<file path="src/rtl/perf_monitor.sv">
// Multi-channel event counter bank with a capture register and a registered display port that
// shows one channel at a time, either chosen manually or stepped by a free-running scroll divider.
module perf_monitor #(
  parameter int unsigned WIDTH      = 32,
  parameter int unsigned N_EVT      = 3,
  parameter int unsigned SATURATE   = 0,
  parameter int unsigned SCROLL_DIV = 50000000,
  localparam int unsigned SEL_W     = ($clog2(N_EVT + 1) > 1) ? $clog2(N_EVT + 1) : 1
) (
  input  logic             clk,
  input  logic             rst,
  input  logic [WIDTH-1:0] data_in,
  input  logic             capture,
  input  logic [N_EVT-1:0] evt,
  input  logic             clear,
  input  logic             freeze,
  input  logic [SEL_W-1:0] select,
  input  logic             auto_scroll,
  output logic [WIDTH-1:0] data_out,
  output logic [SEL_W-1:0] sel_out,
  output logic [N_EVT-1:0] ovf
);

  localparam int unsigned DIV_W = (SCROLL_DIV > 1) ? $clog2(SCROLL_DIV) : 1;
  localparam logic [DIV_W-1:0] DivLast = DIV_W'(SCROLL_DIV - 1);
  localparam logic [SEL_W-1:0] IdxLast = SEL_W'(N_EVT);

  logic [WIDTH-1:0] cap_q, cap_d;
  logic [WIDTH-1:0] cnt_q [N_EVT];
  logic [WIDTH-1:0] cnt_d [N_EVT];
  logic [N_EVT-1:0] ovf_q, ovf_d;
  logic [DIV_W-1:0] div_q, div_d;
  logic [SEL_W-1:0] idx_q, idx_d;
  logic [WIDTH-1:0] data_out_q, data_out_d;
  logic [SEL_W-1:0] sel_out_q, sel_out_d;
  logic [WIDTH-1:0] chan_val;

  // Capture register ignores clear and freeze; it is a user scratch value, not a counter.
  always_comb begin
    cap_d = cap_q;
    if (capture) begin
      cap_d = data_in;
    end
  end

  // Counter next-state: clear wins over freeze, freeze wins over increment.
  always_comb begin
    ovf_d = ovf_q;
    for (int i = 0; i < int'(N_EVT); i++) begin
      cnt_d[i] = cnt_q[i];
      if (clear) begin
        cnt_d[i] = '0;
        ovf_d[i] = 1'b0;
      end else if (!freeze && evt[i]) begin
        if (&cnt_q[i]) begin
          ovf_d[i] = 1'b1;
          cnt_d[i] = (SATURATE != 0) ? cnt_q[i] : '0;
        end else begin
          cnt_d[i] = cnt_q[i] + WIDTH'(1);
        end
      end
    end
  end

  // Manual mode tracks select directly so that enabling scroll resumes from the last selection.
  always_comb begin
    div_d = '0;
    idx_d = select;
    if (auto_scroll) begin
      idx_d = idx_q;
      if (div_q == DivLast) begin
        div_d = '0;
        idx_d = (idx_q >= IdxLast) ? '0 : idx_q + SEL_W'(1);
      end else begin
        div_d = div_q + DIV_W'(1);
      end
    end
  end

  // Out-of-range indices fall through to zero.
  always_comb begin
    chan_val = '0;
    if (idx_q == '0) begin
      chan_val = cap_q;
    end else begin
      for (int i = 0; i < int'(N_EVT); i++) begin
        if (idx_q == SEL_W'(i + 1)) begin
          chan_val = cnt_q[i];
        end
      end
    end
  end

  always_comb begin
    data_out_d = chan_val;
    sel_out_d  = idx_q;
  end

  always_ff @(posedge clk or posedge rst) begin
    if (rst) begin
      cap_q      <= '0;
      ovf_q      <= '0;
      div_q      <= '0;
      idx_q      <= '0;
      data_out_q <= '0;
      sel_out_q  <= '0;
      for (int i = 0; i < int'(N_EVT); i++) begin
        cnt_q[i] <= '0;
      end
    end else begin
      cap_q      <= cap_d;
      ovf_q      <= ovf_d;
      div_q      <= div_d;
      idx_q      <= idx_d;
      data_out_q <= data_out_d;
      sel_out_q  <= sel_out_d;
      for (int i = 0; i < int'(N_EVT); i++) begin
        cnt_q[i] <= cnt_d[i];
      end
    end
  end

  assign data_out = data_out_q;
  assign sel_out  = sel_out_q;
  assign ovf      = ovf_q;

endmodule

</file>
<file path="config.mk">
export PLATFORM = sky130hd
export DESIGN_NAME = perf_monitor
export DESIGN_NICKNAME = d
export VERILOG_FILES = /design/src/rtl/perf_monitor.sv
export SDC_FILE = /design/constraint.sdc
export NUM_CORES = 1
export LEC_CHECK = 0
export ABC_AREA = 1
export ABC_CLOCK_PERIOD_IN_PS = 10500
export BUFFER_PORTS_ARGS = -buffer_cell sky130_fd_sc_hd__buf_2
export CORE_ASPECT_RATIO = 1.1
export CORE_MARGIN = 1.5
export CORE_UTILIZATION = 42
export CTS_BUF_LIST = sky130_fd_sc_hd__clkbuf_4
export CTS_CLUSTER_DIAMETER = 120
export DETAILED_ROUTE_END_ITERATION = 10
export GPL_ROUTABILITY_DRIVEN = 0
export HOLD_SLACK_MARGIN = 0.02
export PLACE_DENSITY = 0.58
export SETUP_SLACK_MARGIN = 0.3
export SLEW_MARGIN = 40
export SYNTH_ARGS = -nofsm -noshare
export SYNTH_HDL_FRONTEND = slang
export SYNTH_SLANG_ARGS = --single-unit
</file>
<file path="constraint.sdc">
create_clock -name clk -period 10.5 [get_ports clk]
set_clock_uncertainty 0.1 [all_clocks]
set_input_delay 1.05 -clock clk [delete_from_list [all_inputs] [get_ports clk]]
set_output_delay 1.05 -clock clk [all_outputs]
set_load 0.03 [all_outputs]
</file>
==> summary.md, run 1 <==
| Metric | Value |
|---|---|
| Max-slew headroom | `approximately 48%` |
| Most used flip-flop cell after synthesis | `dfrtp_1` |
| Initial antenna violation count | `1` |
| Most numerous cell in the Yosys netlist | `nand2_1` |
| Total design power | `between 1 and 1.5 mW` |
| Clk_lat worst skew | `roughly 0.6 ns` |
| Status | `completed` |
| # nets final | `1589` |
| Cells after Synth | `between 1k and 1.5k` |
| Synth top cells by count | `402 x nand2_1, 239 x nor2_1, 193 x dfrtp_1` |
| Crit path capture type | `flip-flop` |
| Sw frac | `a little over a third` |
| Warnings from Yosys | `0` |
| Final core occ | `46.64%` |
| DR iter-0 viols | `roughly 670` |
| H-tree Lvls | `4` |
| Num CTS Buffers | `17` |
| Drt total wl | `around 30000 µm` |
| CP arrival | `2.87 ns` |
| Avg Vias per Cell | `between 5 and 6` |
| Max VDD drop | `between 0.05 and 0.06 mV` |
| Min Tclk post-route | `between 2 and 2.5 ns` |
| All-Layer GR Usage | `23.26%` |
| Unique masters post-synth | `37` |
| Max-Cap Viols | `0` |
| Worst path buffer plus inverter count | `3` |
| Fraction of layout cells with a size suffix above 1 | `~11%` |
| Critical Path Source Type | `flip-flop` |
| Vias in the first global route | `9191` |
| Crit path setup slack, layout | `roughly 8 ns` |
| Fillers | `~2.7k` |
| Sequential cell area | `between 4000 and 5000 µm²` |
| Post-CTS setup buffers | `0` |
| Async SR Flop Fraction | `100.0%` |
| DR DRC count | `0` |
| I/O Buffers | `a little under 80` |
| Die width | `about 160 µm` |
| CP delay by family, top | `buffers and inverters` |
| Core outline area | `roughly 25000 µm²` |
| Critical path class | `reg2reg` |
| Pre-antenna DRT Iters | `5` |
| Worst slack at placement | `between 7 and 8 ns` |
| Clk sinks | `between 150 and 200` |
| First-pass GRT wire length | `just under 50000 µm` |
| I/O pin count | `80` |
| Final TNS setup | `0 ns` |
| Hold Violations, Final | `0` |
| FMAX | `403.4 MHz` |
| Final period util | `about a quarter` |
| CP max stage cell | `clkinv_1` |
| Seq/Total Area, Yosys | `~44%` |
| Cell area after synthesis | `10860 µm²` |
| Avg Synthesized Cell Area | `approximately 7.3 µm²` |
| Global route overflow | `0` |
| Post-cts resize count | `0` |
| CTS tree | `built` |
| CTS max path bufs | `2` |
| Leakage | `5.380 nW` |
| Syn-to-layout area delta | `8.788%` |
| Seq pwr share | `a little over half` |
| WHS | `0.3747 ns` |
| P_int | `961.9 µW` |
| CP max stage delay | `about 0.53 ns` |
| Rows | `61` |
| Worst slew pin tran | `between 0.7 and 0.8 ns` |
| Via Count | `9647` |
| RSZ-0062 raised after global routing | `no` |
| Die area | `approximately 27000 µm²` |
| CTS Root Buffer Type | `clkbuf_4` |
| Critical Path Fanout Max | `55` |
| Largest net degree at the start of global routing | `140` |
| Largest cells by area after synthesis | `dfrtp_1 44%, nand2_1 14%, nor2_1 8.3%, inv_1 5.9%, nand3_1 4.7%` |
| Yosys top cell area share | `44.46%` |
| Cells along the critical path | `inv_1 > ha_2 > buf_4 > clkinv_1 > o211ai_1 > o21ai_0` |
| Net Count, Synth | `between 1.5k and 2k` |
| Hold_buf cts | `0` |
| Post-synth EDFFs | `0` |
| Final Slew Violations | `0` |
| Pwr Density | `between 100 and 150 nW/µm²` |
| Final setup fails | `0` |
| Gate power share | `around 18%` |
| Dpl hpwl | `around 22000 µm` |
| CP Data Required Time | `around 11 ns` |
| DRT antenna net count | `0` |
| Largest area contributor in the netlist | `dfrtp_1` |
| Clock Power Share | `about 28%` |
| Sw power | `slightly above 500 µW` |
| Area of the multi-input gates | `5136 µm²` |
| Clock-pin transition on the worst setup and hold timing paths | `approximately 0.19 ns` |
| Chip height | `171.7 µm` |
| Register bit total from synthesis | `between 150 and 200` |
| Initial Util | `42.87%` |
| Wire per inst | `15.77 µm` |
| Worst Hold Class | `reg2reg` |
[power groups by stage]
stage	logic [mW]	registers, mW	clock network (mW)
global route	0.285	0.810	0.448
floorplan	0.120	0.878	0
detailed placement	0.263	0.820	0
CTS	0.264	0.805	0.423
global placement	0.262	0.819	0
finish	0.260	0.805	0.409
[cells by family (layout without fill, tap and decap cells)]
family | Yosys count | after routing | share of synthesized area, %
buffers and inverters | 221 | 294 | 8.316
adders and majority gates | 8 | 8 | 0.9215
xor gates and xnor gates | 50 | 50 | 4.031
AOI/OAI and AO/OA | 160 | 160 | 8.661
and+or+nand+nor | 846 | 846 | 33.61
DFF | 193 | 193 | 44.46
other | 0 | 1 | 0
[layer usage]
metal	share of wire [%]	vias to the layer above	routed length (µm)	GRT usage (%)
met4	2.7	0	818	8.282
met3	3.7	47	1103	2.897
met1	45	4580	13580	30.89
met2	48	209	14430	39.05
met5	0	-	0	0
li1	-	4811	-	-
[final timing paths]
check | slack (ns) | depth (start not counted) | to | startpoint
setup / recovery | 8.02 | 6 | data_out[31] | idx_q[0]
hold / removal | 0.37 | 1 | div_q[0] | div_q[0]
setup reg to reg | 8.02 | 6 | data_out[31] | idx_q[0]
hold reg to reg | 0.37 | 1 | div_q[0] | div_q[0]
max in group asynchronous | 8.71 | 3 | cap_q[15] | rst
min in group asynchronous | 0.42 | 2 | data_out[8] | rst
[through the flow]
stage / cells / area [µm²]
2_1_floorplan: 1478 / 10860
3_3_place_gp: 1865 / 11510
3_5_place_dp: 1865 / 11520
4_1_cts: 1897 / 11820
5_1_grt: 1898 / 11820
6_report: 1898 / 11820
[sequential cells by signal (all words and copies together) (netlist names)]
name	count
sel_out	2
div_q	26
cap_q	32
data_out	32
idx_q	2
ovf	3
cnt_q	96
[cell usage in the layout, fill, tap and decap left out, drive strengths merged]
cell,synthesis,routed
xor2,37,37
nor3,11,11
o21ai,73,73
buf,21,84
nand3b,3,3
a22oi,27,27
nand4,38,38
or2,1,1
xnor2,13,13
o21bai,4,4
nor2,265,265
diode,0,1
clkinv,4,12
inv,174,181
o211ai,17,17
nand3,106,106
ha,8,8
nand2,417,417
and2,3,3
a21oi,37,37
dfrtp,193,193
nor3b,2,2
o31ai,2,2
clkbuf,22,17
[worst reg2reg max path: stages, from the launching register on]
cell and delay (ns):
dfrtp_1 0.49, inv_1 0.11, ha_2 0.16, buf_4 0.47, clkinv_1 0.56, o211ai_1 0.33
o21ai_0 0.14
[cell type report]
class                   instances  share of cell area, %
repair buffers                 84                  3.684
multi-input cells            1064                  43.46
clock inverters                15                  1.376
diodes                          1                0.02118
inverters                     178                  5.844
well taps                     346                  3.663
clock buffers                  17                  1.080
flip-flops and latches        193                  40.87
Power figures use the tool's default switching activity.
==> run 2, diff against run 1 <==
- ABC_CLOCK_PERIOD_IN_PS: 10500 -> 2050
- PLACE_DENSITY: 0.58 -> 0.6
- clock period: 10.5 -> 2.05 ns (I/O delays scaled with it)
==> run 2 against run 1 <==
Compared with the run above:
- fmax is 34% higher
- clock power grew to 5.1 times the previous value
- total power grew to 5.4 times the previous value
- wire length is 14% higher
- utilization is 9.6 points higher
- final area is 21% higher
==> summary.md, run 2 (same netlist as run 1, synthesis figures left out) <==
| Metric | Value |
|---|---|
| Worst slack at placement | `0.1308 ns (-7.594 ns)` |
| Most flops, register | `cnt_q` |
| Total design power | `7.971 mW (+440%)` |
| Core outline area | `25340 µm² (unchanged)` |
| Pwr Density | `559.4 nW/µm² (+350%)` |
| Status | `completed` |
| Vias in the first global route | `10.00k (+8.8%)` |
| Crit path capture type | `flip-flop` |
| CTS tree | `built` |
| Via Count | `10.66k (+10%)` |
| Rows | `61 (unchanged)` |
| Num CTS Buffers | `17 (unchanged)` |
| Max-slew headroom | `53.14% (+5.3 points)` |
| Largest net degree at the start of global routing | `127 (-9.3%)` |
| Crit path setup slack, layout | `0.2053 ns (-7.816 ns)` |
| Max VDD drop | `0.3980 mV (+570%)` |
| Global route overflow | `0 (unchanged)` |
| Final Slew Violations | `0 (unchanged)` |
| Most frequent cells in the layout | `389 x nand2_1, 181 x nor2_1, 167 x inv_1` |
| Min Tclk post-route | `1.845 ns (-0.6340 ns)` |
| Wire per inst | `16.37 µm (+3.8%)` |
| DRT antenna net count | `0 (unchanged)` |
| Drt total wl | `34170 µm (+14%)` |
| DR DRC count | `0 (unchanged)` |
| Worst slew pin tran | `0.7029 ns (-0.07895 ns)` |
| Avg Vias per Cell | `5.106 (+0.47%)` |
| I/O pin count | `80 (unchanged)` |
| Worst r2r path cells | `9 (+3)` |
| Chip height | `171.7 µm (unchanged)` |
| Final core occ | `56.23% (+9.6 points)` |
| Post-route cell area | `14250 µm² (+21%)` |
| I/O Buffers | `79 (unchanged)` |
| Final setup fails | `0 (unchanged)` |
| CP arrival | `2.24 ns (-0.63 ns)` |
| Syn-to-layout area delta | `31.17%` |
| CP Data Required Time | `2.44 ns (-8.45 ns)` |
| # nets final | `1779 (+12%)` |
| Die area | `26840 µm² (unchanged)` |
| CTS Root Buffer Type | `clkbuf_4` |
| Largest register FFs | `96 (unchanged)` |
| First-pass GRT wire length | `51710 µm (+7.0%)` |
| All-Layer GR Usage | `25.04% (+1.8 points)` |
| Initial antenna violation count | `1 (unchanged)` |
| Placed cell areas | `11830 µm² (+2.6%)` |
| Critical Path Source Type | `flip-flop` |
| Pre-antenna DRT Iters | `5 (unchanged)` |
| Critical path class | `reg2reg` |
| Min-Delay Path Depth | `3 (+2)` |
| Clk sinks | `193 (unchanged)` |
| Max-Cap Viols | `0 (unchanged)` |
| Clock-pin transition on the worst setup and hold timing paths | `0.17 ns (-0.02 ns)` |
| Worst Hold Class | `in2reg` |
| RSZ-0062 raised after global routing | `yes` |
| Leakage | `6.270 nW (+17%)` |
| DR iter-0 viols | `793 (+19%)` |
| FMAX | `542.1 MHz (+34%)` |
| Dpl hpwl | `23550 µm (+5.4%)` |
| Die width | `156.3 µm (unchanged)` |
| Hold Violations, Final | `0 (unchanged)` |
| Clk_lat worst skew | `0.59 ns (about the same)` |
| Most common cell after layout, fill and taps aside | `nand2_1` |
| Final period util | `89.99% (+66 points)` |
| Fillers | `2358 (-13%)` |
| Critical Path Fanout Max | `7 (-87%)` |
| CTS max path bufs | `2 (unchanged)` |
| H-tree Lvls | `4 (unchanged)` |
| Initial Util | `42.87% (unchanged)` |
| Fraction of layout cells with a size suffix above 1 | `22.18% (+11 points)` |
run 2: changes by cell type in the layout (fill, tap and decap cells not counted), sizes merged:
cell,before,now
inv,181,180
dlygate4sd3,0,96
clkinvlp,0,1
clkinv,12,13
buf,84,169
nand2,417,419
clkbuf,17,21
bufinv,0,1
run 2: routing by layer:
layer	global-route usage, %	part of all wire (%)	vias up
met4	10.31	3.6	0
met1	31.25	43	5096
met5	0	0	-
li1	-	-	5183
met2	43.11	49	295
met3	4.031	4.5	83
run 2: power breakdown:
| part | leakage (nW) | switching, mW | internal [mW] | total [mW] |
|---|---|---|---|---|
| registers | 2.52 | 0.111 | 4.03 | 4.15 |
| logic | 3.59 | 1.13 | 0.624 | 1.76 |
| clock network | 0.152 | 1.41 | 0.660 | 2.07 |
| total | 6.27 | 2.65 | 5.32 | 7.97 |
run 2: what timing repair did:
action / 4_1_cts / 5_1_grt
gates cloned: 2 / 8
pin swaps: 2 / 56
hold endpoints to repair: 257 / 0
buffers inserted: 11 / 39
resized for setup: 19 / 183
endpoints found under the setup margin: 88 / 132
hold buffers: 97 / 0
run 2: final cells by class:
class,count,area (µm²),area share (%)
Multi-Input combinational cell,1066,5705,40.04
Timing Repair Buffer,267,2195,15.40
Inverter,178,704.4,4.944
Timing Repair inverter,5,68.82,0.4830
Clock inverter,12,127.6,0.8957
Tap cell,346,432.9,3.038
Clock buffer,19,142.6,1.001
Antenna cell,1,2.502,0.01756
Sequential cell,193,4870,34.18
run 2: final timing paths:
path,from,endpoint,slack [ns]
setup / recovery,cnt_q[1],cnt_q[7],0.21
hold / removal,capture,cap_q[4],0.04
setup reg to reg,cnt_q[1],cnt_q[7],0.21
hold reg to reg,idx_q[1],sel_out[1],0.37
max in group asynchronous,rst,cnt_q[89],0.93
min in group asynchronous,rst,div_q[1],0.20
run 2: worst max-delay path: stages, from the launching register on:
cell	delay, ns
dfrtp_1	0.47
ha_4	0.18
inv_4	0.04
nor2_4	0.12
nand2_4	0.09
nor2_4	0.12
nand2_2	0.09
o21bai_4	0.28
clkbuf_16	0.24
nor2_2	0.04
run 2: stage by stage:
stage               hold WS (ns)  setup TNS [ns]  instances
finish                   0.04459               0       2087
global route             0.04798               0       2087
CTS                      0.02282               0       2040
detailed placement        0.2862               0       1899
global placement          0.2758               0       1899
floorplan                 0.1609         -143.87       1478
==> run 3, diff against run 2 <==
- PLACE_DENSITY: 0.6 -> 0.58
==> run 3 against run 2 <==
Compared with the run above:
- cell count is 2.6% lower
- global-route usage is 0.19 points lower
- count of clock-buffer cells in the layout is 2 lower
- first-iteration DRC count shrank 11%
- utilization decreased by 2.4 points
- hold slack gained 0.066 ns
- sequential share of layout area increased by 1.5 points
- non-clock buffer count down 53
- critical path depth did not move
- critical endpoint is now cnt_q[48]
- largest cell class unchanged
==> summary.md, run 3 (same netlist as run 1, synthesis figures left out) <==
| Metric | Value |
|---|---|
| CP Data Required Time | `2.46 ns (+0.02 ns)` |
| CP arrival | `2.20 ns (-0.04 ns)` |
| Pre-antenna DRT Iters | `5 (unchanged)` |
| RSZ-0062 raised after global routing | `yes` |
| CP delay by family, top | `buffers and inverters` |
| Die width | `156.3 µm (unchanged)` |
| I/O Buffers | `79 (unchanged)` |
| Worst r2r path cells | `8 (-1)` |
| CTS max path bufs | `2 (unchanged)` |
| CP max stage delay | `0.53 ns (+0.06 ns)` |
| CP startpoint | `freeze` |
| All-Layer GR Usage | `24.85% (-0.19 points)` |
| First-pass GRT wire length | `51480 µm (-0.44%)` |
| Wire per inst | `16.38 µm (about the same)` |
| Most frequent cells in the layout | `391 x nand2_1, 200 x nor2_1, 168 x inv_1` |
| FF-to-FF Start | `cnt_q[13]` |
| CP max stage cell | `dlygate4sd3_1` |
| Crit path capture type | `flip-flop` |
| Worst path buffer plus inverter count | `4 (+2)` |
| Drt total wl | `33300 µm (-2.5%)` |
| DR iter-0 viols | `706 (-11%)` |
| Crit path setup slack, layout | `0.2561 ns (+0.05084 ns)` |
| Clock-pin transition on the worst setup and hold timing paths | `0.16 ns (about the same)` |
| I/O pin count | `80 (unchanged)` |
| H-tree Lvls | `4 (unchanged)` |
| Max VDD drop | `0.3863 mV (-3.0%)` |
| Most used cell, CP | `nand2_1` |
| WP depth | `9 (unchanged)` |
| Fillers | `2464 (+4.5%)` |
| Reg2Reg Setup Slack | `0.27 ns (+0.06 ns)` |
| Initial antenna violation count | `1 (unchanged)` |
| Critical Path Fanout Max | `17 (+10)` |
| Most common cell after layout, fill and taps aside | `nand2_1` |
| Area of the multi-input gates | `5567 µm² (-2.4%)` |
| Worst slew pin tran | `0.4960 ns (-0.2069 ns)` |
| Cells along the critical path | `dlygate4sd3_1 > buf_2 > inv_1 > nand2_1 > nand2_2 > buf_4 > nand2_1 > xor2_1 > nor2_4` |
| Chip height | `171.7 µm (unchanged)` |
| Core outline area | `25340 µm² (unchanged)` |
| Post-route cell area | `13630 µm² (-4.3%)` |
| Vias in the first global route | `9858 (-1.4%)` |
| Sequential cell area | `4863 µm² (-0.13%)` |
| Clk sinks | `193 (unchanged)` |
| Largest net degree at the start of global routing | `61 (-52%)` |
| Pwr Density | `574.6 nW/µm² (+2.7%)` |
| Max-slew headroom | `66.86% (+14 points)` |
| WHS | `0.1109 ns (+0.06629 ns)` |
| Avg Vias per Cell | `5.049 (-1.1%)` |
| R2R Path End | `cnt_q[9]` |
| Initial Util | `42.87% (unchanged)` |
| Final setup fails | `0 (unchanged)` |
| Critical Path Source Type | `input port` |
| Leakage | `6.021 nW (-4.0%)` |
| Largest register FFs | `96 (unchanged)` |
| Dpl hpwl | `23680 µm (+0.56%)` |
| Setup crit end | `cnt_q[48]` |
| Worst slack at placement | `0.1315 ns (+0.0007310 ns)` |
| Final period util | `87.51% (-2.5 points)` |
| Max-Cap Viols | `0 (unchanged)` |
| Worst Hold Class | `in2reg` |
| Min Tclk post-route | `1.794 ns (-0.05084 ns)` |
| CTS Root Buffer Type | `clkbuf_4` |
| Placed cell areas | `11840 µm² (+0.11%)` |
| Syn-to-layout area delta | `25.50%` |
| # nets final | `1724 (-3.1%)` |
| Clk_lat worst skew | `0.60 ns (about the same)` |
| Fraction of layout cells with a size suffix above 1 | `20.52% (-1.7 points)` |
| DRT antenna net count | `0 (unchanged)` |
| Rows | `61 (unchanged)` |
| Critical path class | `in2reg` |
| FMAX | `557.5 MHz (+2.8%)` |
| Most flops, register | `cnt_q` |
| Hold Violations, Final | `0 (unchanged)` |
| Num CTS Buffers | `17 (unchanged)` |
| DR DRC count | `0 (unchanged)` |
| Final Slew Violations | `0 (unchanged)` |
| Die area | `26840 µm² (unchanged)` |
| Via Count | `10.26k (-3.7%)` |
| Global route overflow | `0 (unchanged)` |
| Status | `completed` |
| CTS tree | `built` |
## run 3: changes by cell type in the layout (fill, tap and decap cells not counted), moves of 4 or more
cell           before  now
dlygate4sd3_1      96   65
a22oi_2             0    5
o21ai_1             2    9
buf_4              75   54
nor2_4             47   29
a22oi_1            27   22
buf_6               8    4
dfrtp_2            32   27
dfrtp_1           161  166
nor2_1            181  200
o21ai_0            70   60
## run 3: worst reg2reg max path, cell delays in order, from the launching register on
cell	delay, ns
dfrtp_2	0.47
nand2_1	0.10
nor2_1	0.15
nand2_1	0.12
nor2_4	0.14
nand2_2	0.10
o21bai_4	0.25
clkbuf_16	0.20
nor2_1	0.05
## run 3: area by class of cell
cell class	instances	area share [%]
multi-input combinational	1065	40.83
sequential	193	35.67
timing repair buffer	214	12.90
inverter	178	5.176
tap	346	3.175
clock buffer	17	0.9361
clock inverter	15	0.8994
timing repair inverter	4	0.3855
antenna	1	0.01836
## run 3: worst min path at each step
stage	cells after the start	end	slack (ns)	from
floorplan	1	ovf[0]	0.16	clear
global placement	2	data_out[6]	0.16	rst
detailed placement	2	data_out[6]	0.16	rst
CTS	4	cap_q[19]	0.07	capture
global route	4	cap_q[18]	0.09	capture
finish	4	cap_q[18]	0.11	capture
## run 3: layer usage
layer	wire (µm)	up-vias	GRT usage [%]
met5	0	-	0
met4	833	0	7.826
met3	1543	54	3.578
met2	16690	287	43.44
met1	14230	4856	31.66
li1	-	5067	-
## run 3: where the power goes
group | switching [mW] | leakage [nW] | internal [mW] | total [mW]
Combinational | 1.14 | 3.35 | 0.605 | 1.75
Clock | 1.45 | 0.134 | 0.513 | 1.96
Sequential | 0.0925 | 2.53 | 4.03 | 4.13
## run 3: what timing repair did
item                       in CTS  in global routing
hold buffers                   65                  1
gates cloned                    2                  8
gates resized for setup        23                143
pin swaps                       3                 28
buffers inserted                8                 18
hold endpoints to repair      259                  1
setup endpoints to repair     100                136
## run 3: metrics by stage
| stage | total power, mW | TNS [ns] | cells | util, % |
|---|---|---|---|---|
| after floorplan | 5.112 | -143.87 | 1478 | - |
| after global placement | 5.620 | 0 | 1899 | 46.73 |
| after detailed placement | 5.630 | 0 | 1899 | 46.73 |
| after CTS | 7.780 | 0 | 2006 | 50.98 |
| after global routing | 8.199 | 0 | 2033 | 53.80 |
| final | 7.834 | 0 | 2033 | 53.80 |
